<file path="src/rtl/tach_pulse_meter.sv">
// Tachometer front end: 2-flop synchroniser, glitch filter, and pulse
// high-time/period measurement with a saturated 8-bit rate and stall timeout.
module tach_pulse_meter #(
  parameter int CNT_W      = 16,
  parameter int FILT_LEN   = 4,
  parameter int TIMEOUT    = 65535,
  parameter int RATE_SHIFT = 0
) (
  input  logic             clk,
  input  logic             rst_n,
  input  logic             tach_in,
  input  logic             clear,
  output logic [CNT_W-1:0] high_time,
  output logic [CNT_W-1:0] period,
  output logic [7:0]       rate,
  output logic             valid,
  output logic             stall
);

  localparam int FW = (FILT_LEN < 2) ? 1 : $clog2(FILT_LEN + 1);

  localparam logic [1:0] IDLE = 2'd0;
  localparam logic [1:0] HIGH = 2'd1;
  localparam logic [1:0] LOW  = 2'd2;

  logic          sync1, sync2;
  logic [FW-1:0] flt_cnt;
  logic          level, level_d;
  logic          rise, fall;

  logic [1:0]       state;
  logic [CNT_W-1:0] per_cnt, hi_cnt, hi_cap;
  logic [CNT_W-1:0] per_inc, hi_inc, hi_shift;
  logic [CNT_W+7:0] hi_shift_x;
  logic [7:0]       rate_n;
  logic             timeout_hit;

  always_ff @(posedge clk or negedge rst_n) begin
    if (!rst_n) begin
      sync1 <= 1'b0;
      sync2 <= 1'b0;
    end else begin
      sync1 <= tach_in;
      sync2 <= sync1;
    end
  end

  // clear leaves level/level_d alone so a line held high never fakes a rise
  always_ff @(posedge clk or negedge rst_n) begin
    if (!rst_n) begin
      flt_cnt <= '0;
      level   <= 1'b0;
      level_d <= 1'b0;
    end else begin
      level_d <= level;
      if (clear) begin
        flt_cnt <= '0;
      end else if (sync2 != level) begin
        if (flt_cnt == FW'(FILT_LEN - 1)) begin
          level   <= ~level;
          flt_cnt <= '0;
        end else begin
          flt_cnt <= flt_cnt + 1'b1;
        end
      end else begin
        flt_cnt <= '0;
      end
    end
  end

  assign rise = level & ~level_d;
  assign fall = ~level & level_d;

  assign per_inc     = (per_cnt == '1) ? per_cnt : per_cnt + 1'b1;
  assign hi_inc      = (hi_cnt == '1) ? hi_cnt : hi_cnt + 1'b1;
  assign hi_shift    = hi_cap >> RATE_SHIFT;
  assign hi_shift_x  = {8'd0, hi_shift};
  assign rate_n      = (hi_shift_x > (CNT_W + 8)'(255)) ? 8'hff : hi_shift_x[7:0];
  assign timeout_hit = (per_cnt == CNT_W'(TIMEOUT));

  always_ff @(posedge clk or negedge rst_n) begin
    if (!rst_n) begin
      state     <= IDLE;
      per_cnt   <= '0;
      hi_cnt    <= '0;
      hi_cap    <= '0;
      high_time <= '0;
      period    <= '0;
      rate      <= '0;
      valid     <= 1'b0;
      stall     <= 1'b0;
    end else if (clear) begin
      state     <= IDLE;
      per_cnt   <= '0;
      hi_cnt    <= '0;
      hi_cap    <= '0;
      high_time <= '0;
      period    <= '0;
      rate      <= '0;
      valid     <= 1'b0;
      stall     <= 1'b0;
    end else begin
      valid <= 1'b0;
      if (rise) begin
        // only a rise closing a full high+low cycle carries a measurement
        if (state == LOW) begin
          period    <= per_cnt;
          high_time <= hi_cap;
          rate      <= rate_n;
          valid     <= 1'b1;
          stall     <= 1'b0;
        end
        per_cnt <= CNT_W'(1);
        hi_cnt  <= CNT_W'(1);
        state   <= HIGH;
      end else if (timeout_hit) begin
        stall     <= 1'b1;
        period    <= '0;
        high_time <= '0;
        rate      <= '0;
        per_cnt   <= '0;
        hi_cnt    <= '0;
        state     <= IDLE;
      end else begin
        per_cnt <= per_inc;
        if (state == HIGH) begin
          hi_cnt <= hi_inc;
          if (fall) begin
            hi_cap <= hi_cnt;
            state  <= LOW;
          end
        end
      end
    end
  end

endmodule

</file>
<file path="config.mk">
export PLATFORM = sky130hd
export DESIGN_NAME = tach_pulse_meter
export DESIGN_NICKNAME = d
export VERILOG_FILES = /design/src/rtl/tach_pulse_meter.sv
export SDC_FILE = /design/constraint.sdc
export NUM_CORES = 1
export LEC_CHECK = 0
export ABC_AREA = 1
export CORE_ASPECT_RATIO = 1.25
export CORE_MARGIN = 1.5
export CORE_UTILIZATION = 32
export CTS_CLUSTER_SIZE = 12
export DETAILED_ROUTE_END_ITERATION = 8
export HOLD_SLACK_MARGIN = 0.05
export PLACE_DENSITY = 0.52
export SYNTH_ARGS = -nofsm -noshare
export SYNTH_HDL_FRONTEND = slang
export SYNTH_SLANG_ARGS = --single-unit
</file>
<file path="constraint.sdc">
create_clock -name clk -period 3.85 [get_ports clk]
set_input_delay 0.77 -clock clk [delete_from_list [all_inputs] [get_ports clk]]
set_output_delay 0.77 -clock clk [all_outputs]
set_load 0.01 [all_outputs]
</file>
==> results.toml <==
[finish]
fin_area_um2 = 5424
nNetsFinal = 575
diodes = 0
synthToLayoutAreaGrowth_pct = 20.75
drive_gt1_frac = 0.09250
num-fill-cells = 1389

[die]
num_rows = 48
fp.dieArea_um2 = 14760
start_util = 0.3266
placeableCoreArea_um2 = 13750
die_y_um = 135.5
num_io_pins = 46
die_x_um = 109.0

[worst_setup_path]
crit_type = "input pin to flip-flop"
crit_path_top_delay_cell = "inv_1"
crit_path_start_kind = "input pin"
critPathTopFamily = "buffers and inverters"
slowest_delay_ns = 0.62
path_cells = "clkdlybuf4s50_1, inv_1, nand2_1, nor2_1, buf_4, inv_1, o21ai_0"
crit_path_frequent_cell = "inv_1"
cp.arrival_ns = 2.80
cp_max_fo = 24
critical_path_buf_inv_count = 4
required_ns = 4.03
end_kind = "flip-flop"

[clock_network]
cts_made_buffers = 9
root_buffer = "clkbuf_16"
clk_latency_ns = 0.34
clkSlewWorstSetupHoldPaths_ns = 0.07
cts_resized = 0
cts_hold_buf = 0
post_cts_buffers = 0
tritoncts = "built"
clkSinkCount = 99
cts_max_level = 3
clockBufferDepth = 2

[yosys]
ys_seq_elements = 99
syn_area_per_cell_um2 = 8.589
yosysSeqAreaShare = 0.5515
syn_inst = 523
netlist_area_um2 = 4492
syn-num-nets = 530
synth.distinct_cells = 29
synth_warnings = 0

[timing]
worst_slew_pin_slew_ns = 0.8676
finalHoldViolCount = 0
fin_tns_setup_ns = 0
slew_headroom = 0.4216
max_freq_mhz = 382.5
min_period_over_period = 0.6791
skew_ns = 0.007772
grt_setup_unrepaired = "false"
drv_slew = 0
min_period_ns = 2.615
setup_viol = 0

[power]
switching_share = 0.2609
power_frac_seq = 0.473
ir_worst_vdd_uv = 189.3
power_density_nw_per_um2 = 430.4
p_sw_w = 0.0006092
leakage_nw = 2.369
power.share.clock = 0.426
pwr-share-comb = 0.101
p_int_w = 0.001725

[global_routing]
grt.total_usage = 0.1495
grt_pass1_wl_um = 17320
antenna_found_initial = 0
grt-ovfl-total = 0
grt_pass1_vias = 3544
grt_max_degree = 69

[placement]
gp_congestion = 0.8737
numPortBuffers = 45
placed_cell_area_um2 = 5091
hpwl_um = 7035

[detailed_routing]
drt_wl_total_um = 9902
detail_route.wl_per_cell_um = 13.24
drtIter0Drc = 197
ant_nets = 0
vias = 3463
dr.pass1.iters = 4
drcViolationCount = 0
vias_per_cell = 4.630

[flow_run]
cap_violations = 0

[worst_hold_path]
hp-class = "flip-flop to flip-flop"

[run_status]
outcome = "finished, final reports clean"
==> layer usage <==
layer  global-route usage  part of all wire
met2               0.2378              0.46
met4              0.05702             0.015
met5                    0                 0
met1               0.2022              0.49
met3              0.02597             0.034
==> flip-flops by register name, indices dropped and copies added (netlist names) <==
| signal | cells |
|---|---|
| flt_cnt | 3 |
| hi_cap | 16 |
| hi_cnt | 16 |
| high_time | 16 |
| level | 1 |
| level_d | 1 |
| per_cnt | 16 |
| period | 16 |
| rate | 8 |
| stall | 1 |
| state | 2 |
| sync1 | 1 |
| sync2 | 1 |
| valid | 1 |
==> synth_stat cells, drive strengths merged <==
master,count,area (um2)
nand2,162,648.1
a211oi,1,7.510
o21ai,72,401.6
dfrtp,99,2477
nand3,19,95.09
nand4,6,37.54
nor3b,1,7.510
xnor2,2,17.52
ha,3,37.54
buf,14,101.3
clkbuf,1,3.750
o21bai,1,7.510
nor2,59,244.0
nand3b,1,7.510
nor3,6,30.03
inv,54,202.7
xor2,14,122.6
o31ai,1,7.510
a21oi,7,35.03
==> cells in the final DEF (no fill, tap or decap), types with 3 or more instances in the layout <==
cell,Yosys,routed
a21oi_1,7,7
buf_4,1,5
clkbuf_16,0,9
clkdlybuf4s50_1,0,44
dfrtp_1,99,99
ha_1,3,3
inv_1,52,52
inv_6,0,3
nand2_1,148,148
nand2_2,13,13
nand3_1,19,19
nand4_1,6,6
nor2_1,54,54
nor2_2,3,3
nor3_1,6,6
o21ai_0,40,40
o21ai_1,21,21
o21ai_2,11,10
xor2_1,14,14
==> area by class of cell <==
class	instances	area (um2)	area share
flip-flops and latches	99	2477	0.4567
inverters	54	202.7	0.03737
clock buffers	10	239.0	0.04406
multi-input cells	355	1714	0.3160
clock inverters	6	93.84	0.01730
well taps	175	219.0	0.04037
repair buffers	49	478.0	0.08812
==> kinds of logic (layout without fill, tap and decap cells) <==
group                    after synthesis  in the layout  synth area share
AND/OR/NAND/NOR                      254            254            0.2382
flip-flops                            99             99            0.5515
AO/OA/AOI/OAI                         82             82            0.1022
buffers and inverters                 69            119           0.06852
XOR/XNOR                              16             16           0.03120
adder cells (fa/ha/maj)                3              3          0.008357
==> through the flow <==
step | instances | worst slack [ns] | hold WS (ns) | utilization | total power [W]
2_1_floorplan | 523 | 2.148 | 0.3312 | - | 0.001297
4_1_cts | 748 | 1.225 | 0.3623 | 0.3944 | 0.002364
3_5_place_dp | 732 | 0.8651 | 0.3465 | 0.3702 | 0.001364
6_report | 748 | 1.235 | 0.3637 | 0.3944 | 0.002335
3_3_place_gp | 732 | 0.9846 | 0.3331 | 0.3702 | 0.001359
5_1_grt | 748 | 1.030 | 0.3704 | 0.3944 | 0.002439
==> power by group through the flow <==
stage | clock (W) | combinational [W] | sequential (W)
after CTS | 0.00102 | 0.000240 | 0.00110
after detailed placement | 0 | 0.000241 | 0.00112
after global routing | 0.00106 | 0.000268 | 0.00111
after global placement | 0 | 0.000236 | 0.00112
after floorplan | 0 | 0.000181 | 0.00112
final | 0.000994 | 0.000235 | 0.00111
==> worst register-to-register path: cells and delay by family (launching register included) <==
family,cells,cell delay (ns)
adders and majority gates,1,0.25
and+or+nand+nor,5,1.13
DFF,1,0.43
buffers and inverters,1,0.07
AOI/OAI and AO/OA,1,0.30
==> final timing paths <==
path                                           start                        to  slack (ns)  cells after the start
worst max register to register  per_cnt[0]$_DFF_PN0_     hi_cnt[1]$_DFFE_PN0P_        1.59                      8
max in group asynchronous                      rst_n    hi_cnt[14]$_DFFE_PN0P_        2.53                      2
worst min-delay path                 sync1$_DFF_PN0_           sync2$_DFF_PN0_        0.36                      0
worst min register to register       sync1$_DFF_PN0_           sync2$_DFF_PN0_        0.36                      0
min in group asynchronous                      rst_n     period[0]$_DFFE_PN0P_        0.55                      1
worst max-delay path                           clear  high_time[5]$_DFFE_PN0P_        1.24                      7
(Power assumes the default switching activity.)
